File: config.mk
export PLATFORM = sky130hd
export DESIGN_NAME = clock_mode_controller_flat
export DESIGN_NICKNAME = d
export VERILOG_FILES = /design/src/rtl/clock_mode_controller_if.sv /design/src/rtl/clock_mode_controller.sv /design/src/flat_wrapper.sv
export SDC_FILE = /design/constraint.sdc
export NUM_CORES = 1
export LEC_CHECK = 0
export BUFFER_PORTS_ARGS = -buffer_cell sky130_fd_sc_hd__buf_2
export CAP_MARGIN = 20
export CORE_MARGIN = 4
export CORE_UTILIZATION = 55
export CTS_BUF_LIST = sky130_fd_sc_hd__clkbuf_8
export CTS_CLUSTER_SIZE = 28
export DETAILED_ROUTE_END_ITERATION = 10
export GPL_TIMING_DRIVEN = 0
export PLACE_DENSITY = 0.74
export SLEW_MARGIN = 5
export SYNTH_ARGS = -nofsm -noshare
export SYNTH_HDL_FRONTEND = slang
export SYNTH_SLANG_ARGS = --single-unit
File: constraint.sdc
create_clock -name clk -period 5.85 [get_ports clk]
set_clock_uncertainty 0.2 [all_clocks]
set_input_delay 0.585 -clock clk [delete_from_list [all_inputs] [get_ports clk]]
set_output_delay 0.585 -clock clk [all_outputs]
set_load 0.02 [all_outputs]
File: src/rtl/clock_mode_controller_if.sv
// Button/tick inputs and BCD display outputs of the clock mode controller.
// The master drives buttons and tick; the slave (controller) drives the display side.
interface clock_mode_controller_if;
  logic       tick;
  logic       btn_mode;
  logic       btn_up;
  logic       btn_down;
  logic       alarm_en;
  logic [1:0] H1;
  logic [3:0] H2;
  logic [2:0] M1;
  logic [3:0] M2;
  logic [3:0] blank;
  logic       alarm_on;
  logic [2:0] mode;

  modport master (
    output tick, btn_mode, btn_up, btn_down, alarm_en,
    input  H1, H2, M1, M2, blank, alarm_on, mode
  );

  modport slave (
    input  tick, btn_mode, btn_up, btn_down, alarm_en,
    output H1, H2, M1, M2, blank, alarm_on, mode
  );
endinterface

File: src/rtl/clock_mode_controller.sv
// HH:MM:SS timekeeper with alarm and a button-driven mode FSM for setting
// time and alarm; drives BCD digits, per-digit blanking and the ring output.
module clock_mode_controller #(
  parameter int RING_SECS   = 60,
  parameter int ALARM_RST_H = 6,
  parameter int ALARM_RST_M = 0
) (
  input  logic                   clk,
  input  logic                   rst,
  clock_mode_controller_if.slave bus
);

  typedef enum logic [2:0] {
    CLOCK    = 3'd0,
    SET_HR   = 3'd1,
    SET_MIN  = 3'd2,
    SET_AHR  = 3'd3,
    SET_AMIN = 3'd4,
    RING     = 3'd5
  } state_t;

  localparam logic [7:0] RING_LAST = 8'(RING_SECS - 1);
  localparam logic [4:0] AHOUR_RST = 5'(ALARM_RST_H);
  localparam logic [5:0] AMIN_RST  = 6'(ALARM_RST_M);

  state_t     state_reg, state_next;
  logic [4:0] hour_reg, hour_next;
  logic [5:0] min_reg, min_next;
  logic [5:0] sec_reg, sec_next;
  logic [4:0] ahour_reg, ahour_next;
  logic [5:0] amin_reg, amin_next;
  logic       blink_reg, blink_next;
  logic [7:0] ring_cnt_reg, ring_cnt_next;

  logic       any_btn;
  logic       edit_up;
  logic       edit_down;
  logic       time_runs;
  logic       sec_roll;
  logic [5:0] run_sec;
  logic [5:0] run_min;
  logic [4:0] run_hour;
  logic       trigger;
  logic [4:0] src_hour;
  logic [5:0] src_min;

  function automatic logic [5:0] wrap_inc(input logic [5:0] v, input logic [5:0] top);
    return (v == top) ? 6'd0 : v + 6'd1;
  endfunction

  function automatic logic [5:0] wrap_dec(input logic [5:0] v, input logic [5:0] top);
    return (v == 6'd0) ? top : v - 6'd1;
  endfunction

  // Simultaneous up+down cancels; mode takes precedence over both.
  assign any_btn   = bus.btn_mode | bus.btn_up | bus.btn_down;
  assign edit_up   = bus.btn_up & ~bus.btn_down & ~bus.btn_mode;
  assign edit_down = bus.btn_down & ~bus.btn_up & ~bus.btn_mode;
  assign time_runs = (state_reg == CLOCK) || (state_reg == SET_AHR) ||
                     (state_reg == SET_AMIN) || (state_reg == RING);

  always_comb begin
    sec_roll = (sec_reg == 6'd59);
    run_sec  = sec_roll ? 6'd0 : sec_reg + 6'd1;
    run_min  = min_reg;
    run_hour = hour_reg;
    if (sec_roll) begin
      run_min = wrap_inc(min_reg, 6'd59);
      if (min_reg == 6'd59) begin
        run_hour = 5'(wrap_inc({1'b0, hour_reg}, 6'd23));
      end
    end
  end

  // Only a seconds rollover in CLOCK can ring, so one minute yields one trigger.
  assign trigger = (state_reg == CLOCK) && bus.tick && bus.alarm_en && sec_roll &&
                   (run_hour == ahour_reg) && (run_min == amin_reg);

  always_ff @(posedge clk) begin
    if (rst) begin
      state_reg <= CLOCK;
    end else begin
      state_reg <= state_next;
    end
  end

  always_comb begin
    state_next = state_reg;
    case (state_reg)
      CLOCK: begin
        if (bus.btn_mode) begin
          state_next = SET_HR;
        end else if (trigger) begin
          state_next = RING;
        end
      end
      SET_HR:   if (bus.btn_mode) state_next = SET_MIN;
      SET_MIN:  if (bus.btn_mode) state_next = SET_AHR;
      SET_AHR:  if (bus.btn_mode) state_next = SET_AMIN;
      SET_AMIN: if (bus.btn_mode) state_next = CLOCK;
      RING: begin
        if (any_btn || !bus.alarm_en || (bus.tick && ring_cnt_reg == RING_LAST)) begin
          state_next = CLOCK;
        end
      end
      default: state_next = CLOCK;
    endcase
  end

  always_comb begin
    hour_next     = hour_reg;
    min_next      = min_reg;
    sec_next      = sec_reg;
    ahour_next    = ahour_reg;
    amin_next     = amin_reg;
    blink_next    = blink_reg ^ bus.tick;
    ring_cnt_next = ring_cnt_reg;

    // Entering SET_HR restarts the minute so the edited time starts at :00.
    if (state_reg == CLOCK && bus.btn_mode) begin
      sec_next = 6'd0;
    end else if (time_runs && bus.tick) begin
      sec_next  = run_sec;
      min_next  = run_min;
      hour_next = run_hour;
    end

    case (state_reg)
      SET_HR: begin
        if (edit_up)   hour_next = 5'(wrap_inc({1'b0, hour_reg}, 6'd23));
        if (edit_down) hour_next = 5'(wrap_dec({1'b0, hour_reg}, 6'd23));
      end
      SET_MIN: begin
        if (edit_up)   min_next = wrap_inc(min_reg, 6'd59);
        if (edit_down) min_next = wrap_dec(min_reg, 6'd59);
      end
      SET_AHR: begin
        if (edit_up)   ahour_next = 5'(wrap_inc({1'b0, ahour_reg}, 6'd23));
        if (edit_down) ahour_next = 5'(wrap_dec({1'b0, ahour_reg}, 6'd23));
      end
      SET_AMIN: begin
        if (edit_up)   amin_next = wrap_inc(amin_reg, 6'd59);
        if (edit_down) amin_next = wrap_dec(amin_reg, 6'd59);
      end
      default: ;
    endcase

    if (trigger) begin
      ring_cnt_next = 8'd0;
    end else if (state_reg == RING && bus.tick) begin
      ring_cnt_next = ring_cnt_reg + 8'd1;
    end
  end

  always_ff @(posedge clk) begin
    if (rst) begin
      hour_reg     <= 5'd0;
      min_reg      <= 6'd0;
      sec_reg      <= 6'd0;
      ahour_reg    <= AHOUR_RST;
      amin_reg     <= AMIN_RST;
      blink_reg    <= 1'b0;
      ring_cnt_reg <= 8'd0;
    end else begin
      hour_reg     <= hour_next;
      min_reg      <= min_next;
      sec_reg      <= sec_next;
      ahour_reg    <= ahour_next;
      amin_reg     <= amin_next;
      blink_reg    <= blink_next;
      ring_cnt_reg <= ring_cnt_next;
    end
  end

  always_comb begin
    src_hour = hour_reg;
    src_min  = min_reg;
    if (state_reg == SET_AHR || state_reg == SET_AMIN) begin
      src_hour = ahour_reg;
      src_min  = amin_reg;
    end

    if (src_hour >= 5'd20) begin
      bus.H1 = 2'd2;
      bus.H2 = 4'(src_hour - 5'd20);
    end else if (src_hour >= 5'd10) begin
      bus.H1 = 2'd1;
      bus.H2 = 4'(src_hour - 5'd10);
    end else begin
      bus.H1 = 2'd0;
      bus.H2 = 4'(src_hour);
    end

    if (src_min >= 6'd50) begin
      bus.M1 = 3'd5;
      bus.M2 = 4'(src_min - 6'd50);
    end else if (src_min >= 6'd40) begin
      bus.M1 = 3'd4;
      bus.M2 = 4'(src_min - 6'd40);
    end else if (src_min >= 6'd30) begin
      bus.M1 = 3'd3;
      bus.M2 = 4'(src_min - 6'd30);
    end else if (src_min >= 6'd20) begin
      bus.M1 = 3'd2;
      bus.M2 = 4'(src_min - 6'd20);
    end else if (src_min >= 6'd10) begin
      bus.M1 = 3'd1;
      bus.M2 = 4'(src_min - 6'd10);
    end else begin
      bus.M1 = 3'd0;
      bus.M2 = 4'(src_min);
    end

    bus.blank = 4'b0000;
    if (blink_reg) begin
      if (state_reg == SET_HR || state_reg == SET_AHR) begin
        bus.blank = 4'b1100;
      end else if (state_reg == SET_MIN || state_reg == SET_AMIN) begin
        bus.blank = 4'b0011;
      end
    end

    bus.alarm_on = (state_reg == RING);
    bus.mode     = state_reg;
  end

endmodule

File: src/flat_wrapper.sv
// flat-port wrapper written by rule: the top's interface ports become plain ports
module clock_mode_controller_flat 
#(
  parameter int RING_SECS   = 60,
  parameter int ALARM_RST_H = 6,
  parameter int ALARM_RST_M = 0
)
  (clk, rst, bus_tick, bus_btn_mode, bus_btn_up, bus_btn_down, bus_alarm_en, bus_H1, bus_H2, bus_M1, bus_M2, bus_blank, bus_alarm_on, bus_mode);
  clock_mode_controller_if bus_i ();
  input  logic clk;
  input  logic rst;
  input wire logic [$bits(bus_i.tick)-1:0] bus_tick;
  input wire logic [$bits(bus_i.btn_mode)-1:0] bus_btn_mode;
  input wire logic [$bits(bus_i.btn_up)-1:0] bus_btn_up;
  input wire logic [$bits(bus_i.btn_down)-1:0] bus_btn_down;
  input wire logic [$bits(bus_i.alarm_en)-1:0] bus_alarm_en;
  output wire logic [$bits(bus_i.H1)-1:0] bus_H1;
  output wire logic [$bits(bus_i.H2)-1:0] bus_H2;
  output wire logic [$bits(bus_i.M1)-1:0] bus_M1;
  output wire logic [$bits(bus_i.M2)-1:0] bus_M2;
  output wire logic [$bits(bus_i.blank)-1:0] bus_blank;
  output wire logic [$bits(bus_i.alarm_on)-1:0] bus_alarm_on;
  output wire logic [$bits(bus_i.mode)-1:0] bus_mode;
  assign bus_i.tick = bus_tick;
  assign bus_i.btn_mode = bus_btn_mode;
  assign bus_i.btn_up = bus_btn_up;
  assign bus_i.btn_down = bus_btn_down;
  assign bus_i.alarm_en = bus_alarm_en;
  assign bus_H1 = bus_i.H1;
  assign bus_H2 = bus_i.H2;
  assign bus_M1 = bus_i.M1;
  assign bus_M2 = bus_i.M2;
  assign bus_blank = bus_i.blank;
  assign bus_alarm_on = bus_i.alarm_on;
  assign bus_mode = bus_i.mode;
  clock_mode_controller #(.RING_SECS(RING_SECS), .ALARM_RST_H(ALARM_RST_H), .ALARM_RST_M(ALARM_RST_M)) u_core (.clk(clk), .rst(rst), .bus(bus_i));
endmodule
==> results by group, run 1 <==
Finish
  – Ratio of cells with drive above 1 in the final layout: between 10% and 20%
  – Antenna cells: 0
  – Max FFs per register: 8
  – Area Overhead vs Synth: 8.61%
  – Fin nets: 617
  – Most frequent cells in the layout: nor2_1, nand2_1, o21ai_0

Global routing
  – GRT met3 Usage: approximately 3.4%
  – Global-route wire length before repair: 19.2 mm
  – Grt ovf: 0
  – Vias in the first global route: roughly 3900
  – Largest net degree at the start of global routing: 13
  – Initial antenna violation count: 0
  – Global-route track usage on met1: a little under 40%
  – M2 GR Usage: around 42%
  – Grt peak-use layer: met2
  – Tot GR Track Use: 27.2%

Placement
  – Post-DP HPWL: 8.78 mm
  – # port buffers: 26
  – Placer Congestion: 0.934

Flow run
  – Max_cap viols: 0

Yosys
  – Top_reg_cell synth: dfxtp_1
  – Seq/Total Area, Yosys: 20.1%
  – Post-synth cell types: 77
  – YS warnings: 0
  – Syn_area_per_cell: roughly 7 um2
  – Post-synth ARST share: 0%
  – Number of enable flip-flop cells after synthesis: 0
  – FF+latch count, synth: 40
  – Total nets after synthesis: 584
  – Synth Instances: approximately 550
  – Cell Area, Synth: about 4000 um2

Power and ir drop
  – Worst vdd rail ir drop: 0.103 mV
  – PD cells: ~170 nW/um2
  – Leakage: 1.68 nW

STA
  – Setup TNS: 0 ns
  – Final hold vios: 0
  – Fin crit period: 4.38 ns
  – Worst-margin pin slew: 0.764 ns
  – Final Cycle Share: 74.9%
  – Setup-failing EPs final: 0
  – Hold WS: roughly 0.29 ns
  – Max Fclk: about 230 MHz
  – RSZ-0062 raised after global routing: false
  – Relative slew slack: 49.0%
  – Max-slew violation count: 0

CTS
  – CTS Hold Bufs: 0
  – Clk_lat worst skew: 0.30 ns
  – TritonCTS Sinks: 40
  – Clk root buf: clkbuf_8
  – Total CTS buffers: 5
  – # Post-CTS Setup Buffers: 0
  – Max clock buf depth: 2
  – Resized Gates After CTS: 0
  – Worst-path clk slew: 0.09 ns
  – H-tree levels: 2
  – CTS tree: built

Detailed routing
  – First-pass DRT Iterations: 5
  – Routed Wire Length: ~12 mm
  – Wire length per cell: 17.3 um
  – Via count: between 4000 and 5000
  – Number of routed nets with antenna violations: 0
  – DRT iter0 DRCs: just over 400
  – DR DRC count: 0
  – Vias per inst: roughly 6.3

Worst hold path
  – Hold crit path type: reg2reg

Floorplanning
  – Vert. Die Dim: 93.1 um
  – Chip width: 93.1 um
  – # rows: 30
  – Core area: around 6900 um2
  – Initial Util: slightly below 60%
  – Die ar.: 8670 um2
  – Num ports: 28

Worst setup path
  – Crit end category: output port
  – Critical Path Fanout Max: 10
  – Critical Path RT: 5.07 ns
  – WS Path Type: reg2out
  – Critical path cell sequence: or3b_1 > buf_6 > nand2_8 > mux2_2 > inv_1 > ha_1 > nand2_1 > nor3_1 > a311oi_1 > o211ai_2 > a221oi_2 > o21ai_2 > xnor2_1 > buf_2
  – CP arrival: 3.60 ns
  – Max stage delay on crit path: about 0.5 ns
  – CP startpoint kind: register
  – Slowest CP cell: a311oi_1

Run status
  – Status: finished clean
where the power goes:
| part | internal [mW] | total [mW] | switching, mW |
|---|---|---|---|
| Clock | 0.0944 | 0.204 | 0.109 |
| Combinational | 0.0881 | 0.241 | 0.153 |
| Sequential | 0.279 | 0.287 | 0.00835 |
| Total | 0.462 | 0.733 | 0.271 |
routing by layer:
metal | wire length [um] | vias up
met1 | 5400 | 2019
li1 | - | 2072
met2 | 5320 | 221
met4 | 239 | 0
met3 | 869 | 27
met5 | 0 | -
area by class of cell:
| class | count | area, um2 |
|---|---|---|
| fill | 671 | 2580 |
| clock inverter | 2 | 10.0 |
| inverter | 26 | 97.6 |
| buffer | 40 | 175 |
| sequential | 40 | 801 |
| tap | 96 | 120 |
| multi-input combinational | 448 | 2910 |
| clock buffer | 6 | 82.6 |
| timing repair buffer | 26 | 130 |
critical path: cells and delay by family (launching register included):
kind,cells,cell delay (ns)
DFF,1,0.47
muxes,1,0.21
xor gates and xnor gates,1,0.12
AOI/OAI and AO/OA,4,1.12
buffers and inverters,3,0.48
adders and majority gates,1,0.25
and+or+nand+nor,4,0.62
Yosys cell counts (all sizes together) (3+ instances only):
| library cell | count | share of area [%] |
|---|---|---|
| nor3 | 17 | 2.1 |
| or3b | 3 | 0.66 |
| or3 | 5 | 0.79 |
| a221oi | 3 | 0.82 |
| a21boi | 4 | 0.75 |
| o221a | 3 | 0.85 |
| nand3b | 3 | 0.66 |
| a311oi | 5 | 1.1 |
| mux2i | 9 | 2.3 |
| nor2 | 54 | 5.1 |
| nor2b | 3 | 0.47 |
| nor3b | 6 | 1.3 |
| nand3 | 23 | 2.9 |
| nand4 | 7 | 1.1 |
| and2 | 3 | 0.47 |
| o22ai | 6 | 0.94 |
| ha | 23 | 7.2 |
| nand2 | 55 | 5.6 |
| mux2 | 7 | 2.1 |
| and3 | 7 | 1.1 |
| a211oi | 8 | 1.5 |
| o211ai | 8 | 1.6 |
| inv | 26 | 2.4 |
| a22oi | 5 | 0.94 |
| nand2b | 9 | 1.4 |
| a32oi | 4 | 0.88 |
| dfxtp | 40 | 20 |
| buf | 11 | 1.6 |
| and3b | 3 | 0.66 |
| xnor2 | 16 | 3.5 |
| o21ai | 47 | 6.0 |
| xor2 | 14 | 3.1 |
| clkbuf | 29 | 2.8 |
| nor4 | 4 | 0.63 |
| a21oi | 41 | 5.4 |
| a31oi | 10 | 1.7 |
| o221ai | 5 | 1.1 |
path summary, 6_finish.rpt:
kind | startpoint | cells after the start | slack (ns) | endpoint
min | u_core.ring_cnt_reg[1]$_SDFFE_PP0P_ | 2 | 0.29 | u_core.ring_cnt_reg[1]$_SDFFE_PP0P_
max | u_core.bus.mode[2]$_SDFFE_PP0P_ | 14 | 1.47 | bus_M2[1]
max reg2reg | u_core.min_reg[0]$_SDFF_PP0_ | 9 | 2.62 | u_core.ring_cnt_reg[3]$_SDFFE_PP0P_
min reg2reg | u_core.ring_cnt_reg[1]$_SDFFE_PP0P_ | 2 | 0.29 | u_core.ring_cnt_reg[1]$_SDFFE_PP0P_
kinds of logic after synthesis:
group,count (synthesis),synth area share [%]
simple gates,212,27.2
compound gates,167,27.7
buf+inv,66,6.85
flops,40,20.1
xor+xnor,30,6.60
fa+ha+maj,23,7.22
mux,16,4.33
per-stage QoR:
stage                     instances  total power, mW  setup WS (ns)  utilization [%]  cell area, um2
after floorplan                 554            0.466           1.90                -            3980
after global placement          676            0.523           1.91             61.3            4230
after detailed placement        676            0.529           1.93             61.3            4230
after CTS                       684            0.729           1.56             62.6            4330
after global routing            684            0.767           1.26             62.6            4330
final                           684            0.733           1.47             62.6            4330
No activity file was read; power rests on OpenSTA's default activity.
==> run 2: changes to the inputs <==
==> constraint.sdc (replaced) <==
create_clock -name clk -period 4.2 [get_ports clk]
set_clock_uncertainty 0.2 [all_clocks]
set_input_delay 0.42 -clock clk [delete_from_list [all_inputs] [get_ports clk]]
set_output_delay 0.42 -clock clk [all_outputs]
set_load 0.02 [all_outputs]
==> run 2 against run 1 <==
  * Design area is 0.52% higher
  * Largest cell class unchanged
  * Non-clock buffer count grew 1
  * Sequential power is 40% higher
  * Sequential share of layout area is essentially flat
  * First-iteration DRC count up 11%
  * Count of clock-buffer cells in the layout stayed put
  * Global-route usage did not move
  * Largest power group unchanged
  * Critical endpoint unchanged
  * Highest routed layer unchanged
  * Register-to-register slack got worse by 1.7 ns
==> results by group, run 2 (synthesis gave the netlist of run 1 again) <==
Run status
  – Status: finished clean (unchanged)

Finish
  – Design area: 4350 um2 (was 4330 um2)
  – Ratio of cells with drive above 1 in the final layout: 12.9% (was 12.1%)
  – Max FFs per register: 8 (unchanged)
  – Fin nets: 618 (was 617)
  – Most frequent cells in the layout: nor2_1, nand2_1, o21ai_0 (unchanged)
  – Area Overhead vs Synth: 9.17% (was 8.61%)
  – Antenna cells: 0 (unchanged)

Placement
  – Cell area after placement: 4230 um2 (unchanged)
  – Post-DP HPWL: 8.78 mm (unchanged)
  – # port buffers: 26 (unchanged)
  – Placer Congestion: 0.934 (unchanged)

CTS
  – Worst-path clk slew: 0.08 ns (was 0.09 ns)
  – Clk_lat worst skew: 0.30 ns (about the same)
  – TritonCTS Sinks: 40 (unchanged)
  – Clk root buf: clkbuf_8 (unchanged)
  – CTS tree: built (unchanged)
  – Total CTS buffers: 5 (unchanged)
  – H-tree levels: 2 (unchanged)
  – Max clock buf depth: 2 (unchanged)
  – CTS Hold Bufs: 0 (unchanged)

Global routing
  – M2 GR Usage: 42.2% (unchanged)
  – Largest net degree at the start of global routing: 13 (unchanged)
  – GRT met3 Usage: 3.38% (unchanged)
  – Grt ovf: 0 (unchanged)
  – Global-route track usage on met1: 38.6% (unchanged)
  – Vias in the first global route: 3863 (unchanged)
  – Tot GR Track Use: 27.2% (unchanged)
  – Initial antenna violation count: 0 (unchanged)
  – Global-route wire length before repair: 19.2 mm (unchanged)
  – Grt peak-use layer: met2 (unchanged)

STA
  – Setup-failing EPs final: 0 (unchanged)
  – Setup TNS: 0 ns (unchanged)
  – Fin crit period: 3.91 ns
  – Relative slew slack: 49.0% (about the same)
  – Worst-margin pin slew: 0.765 ns (was 0.764 ns)
  – Max Fclk: 256 MHz
  – Final hold vios: 0 (unchanged)
  – Max-slew violation count: 0 (unchanged)
  – RSZ-0062 raised after global routing: false (unchanged)
  – Final Cycle Share: roughly 93%

Detailed routing
  – Vias per inst: 6.38 (was 6.34)
  – Routed Wire Length: 11.9 mm (was 11.8 mm)
  – DRT iter0 DRCs: 457 (was 413)
  – Wire length per cell: 17.4 um (was 17.3 um)
  – DR DRC count: 0 (unchanged)
  – Number of routed nets with antenna violations: 0 (unchanged)
  – Via count: 4371 (was 4339)
  – First-pass DRT Iterations: 6 (was 5)

Power and ir drop
  – Worst vdd rail ir drop: 0.142 mV (was 0.103 mV)
  – Combinational share of power: 33.1% (was 32.9%)
  – Final Power: 1.02 mW (was 0.733 mW)
  – Int Pwr: 0.644 mW (was 0.462 mW)
  – Sw Ratio: 37.0% (about the same)
  – Leakage: 1.68 nW (about the same)
  – Sequential Power Share: 39.2% (about the same)
  – Switch Pwr: 0.378 mW (was 0.271 mW)
  – PD cells: 235 nW/um2 (was 169 nW/um2)
  – Clk network pwr share: 27.7% (was 27.8%)

Worst hold path
  – Hold crit path type: reg2reg (unchanged)

Floorplanning
  – Core area: 6910 um2 (unchanged)
  – Vert. Die Dim: 93.1 um (unchanged)
  – Die ar.: 8670 um2 (unchanged)
  – Chip width: 93.1 um (unchanged)
  – # rows: 30 (unchanged)
  – Num ports: 28 (unchanged)
  – Initial Util: 57.7% (unchanged)

Worst setup path
  – R2r setup slk: 0.92 ns (was 2.62 ns)
  – CP arrival: 3.29 ns (was 3.60 ns)
  – Critical Path RT: 3.58 ns (was 5.07 ns)
  – WS Path Type: reg2out (unchanged)
  – Critical Path Fanout Max: 10 (unchanged)
  – Crit end category: output port (unchanged)
  – CP startpoint kind: register (unchanged)

Flow run
  – Max_cap viols: 0 (unchanged)
run 2: layer usage:
layer  vias up  part of all wire [%]
li1       2077                     -
met1      2025                    44
met2       237                    45
met3        32                   8.5
met4         0                   2.2
met5         -                     0
run 2: timing repair:
action,CTS,global route
setup endpoints to repair,0,4
gates resized for setup,0,5
setup buffers,0,1
run 2: power by group through the flow:
stage | Combinational [mW] | Sequential [mW] | Clock [mW]
2_1_floorplan | 0.241 | 0.409 | 0
6_report | 0.338 | 0.401 | 0.283
3_3_place_gp | 0.321 | 0.408 | 0
4_1_cts | 0.330 | 0.400 | 0.286
5_1_grt | 0.367 | 0.403 | 0.302
3_5_place_dp | 0.328 | 0.408 | 0
run 2: final timing paths:
| kind | startpoint | end | cells after the start |
|---|---|---|---|
| worst max register to register | u_core.min_reg[0]$_SDFF_PP0_ | u_core.ring_cnt_reg[3]$_SDFFE_PP0P_ | 9 |
| worst min register to register | u_core.ring_cnt_reg[1]$_SDFFE_PP0P_ | u_core.ring_cnt_reg[1]$_SDFFE_PP0P_ | 2 |
| worst max-delay path | u_core.bus.mode[2]$_SDFFE_PP0P_ | bus_M2[1] | 11 |
| worst min-delay path | u_core.ring_cnt_reg[1]$_SDFFE_PP0P_ | u_core.ring_cnt_reg[1]$_SDFFE_PP0P_ | 2 |
run 2: critical path, cell delays in order, from the launching register on:
cell and delay [ns]:
dfxtp_2 0.41, or3b_1 0.38, buf_6 0.16, nand2_8 0.12
mux2_2 0.40, ha_1 0.27, a311oi_2 0.36, o211ai_2 0.18
a221oi_2 0.31, o21ai_2 0.09, xnor2_1 0.12, buf_2 0.17
run 2: stage by stage:
stage	setup WS (ns)	instances	hold WS (ns)	util, %
2_1_floorplan	0.413	554	0.254	-
5_1_grt	0.0840	685	0.300	63.0
6_report	0.295	685	0.284	63.0
3_3_place_gp	0.429	676	0.267	61.3
4_1_cts	0.0734	684	0.285	62.6
3_5_place_dp	0.445	676	0.273	61.3
run 2: cell type report:
cell class                      instances  area, um2
Multi-Input combinational cell        448       2920
Fill cell                             667       2560
Sequential cell                        40        803
Buffer                                 40        178
Timing Repair Buffer                   27        138
Tap cell                               96        120
Inverter                               26        101
Clock buffer                            6       82.6
Clock inverter                          2       10.0
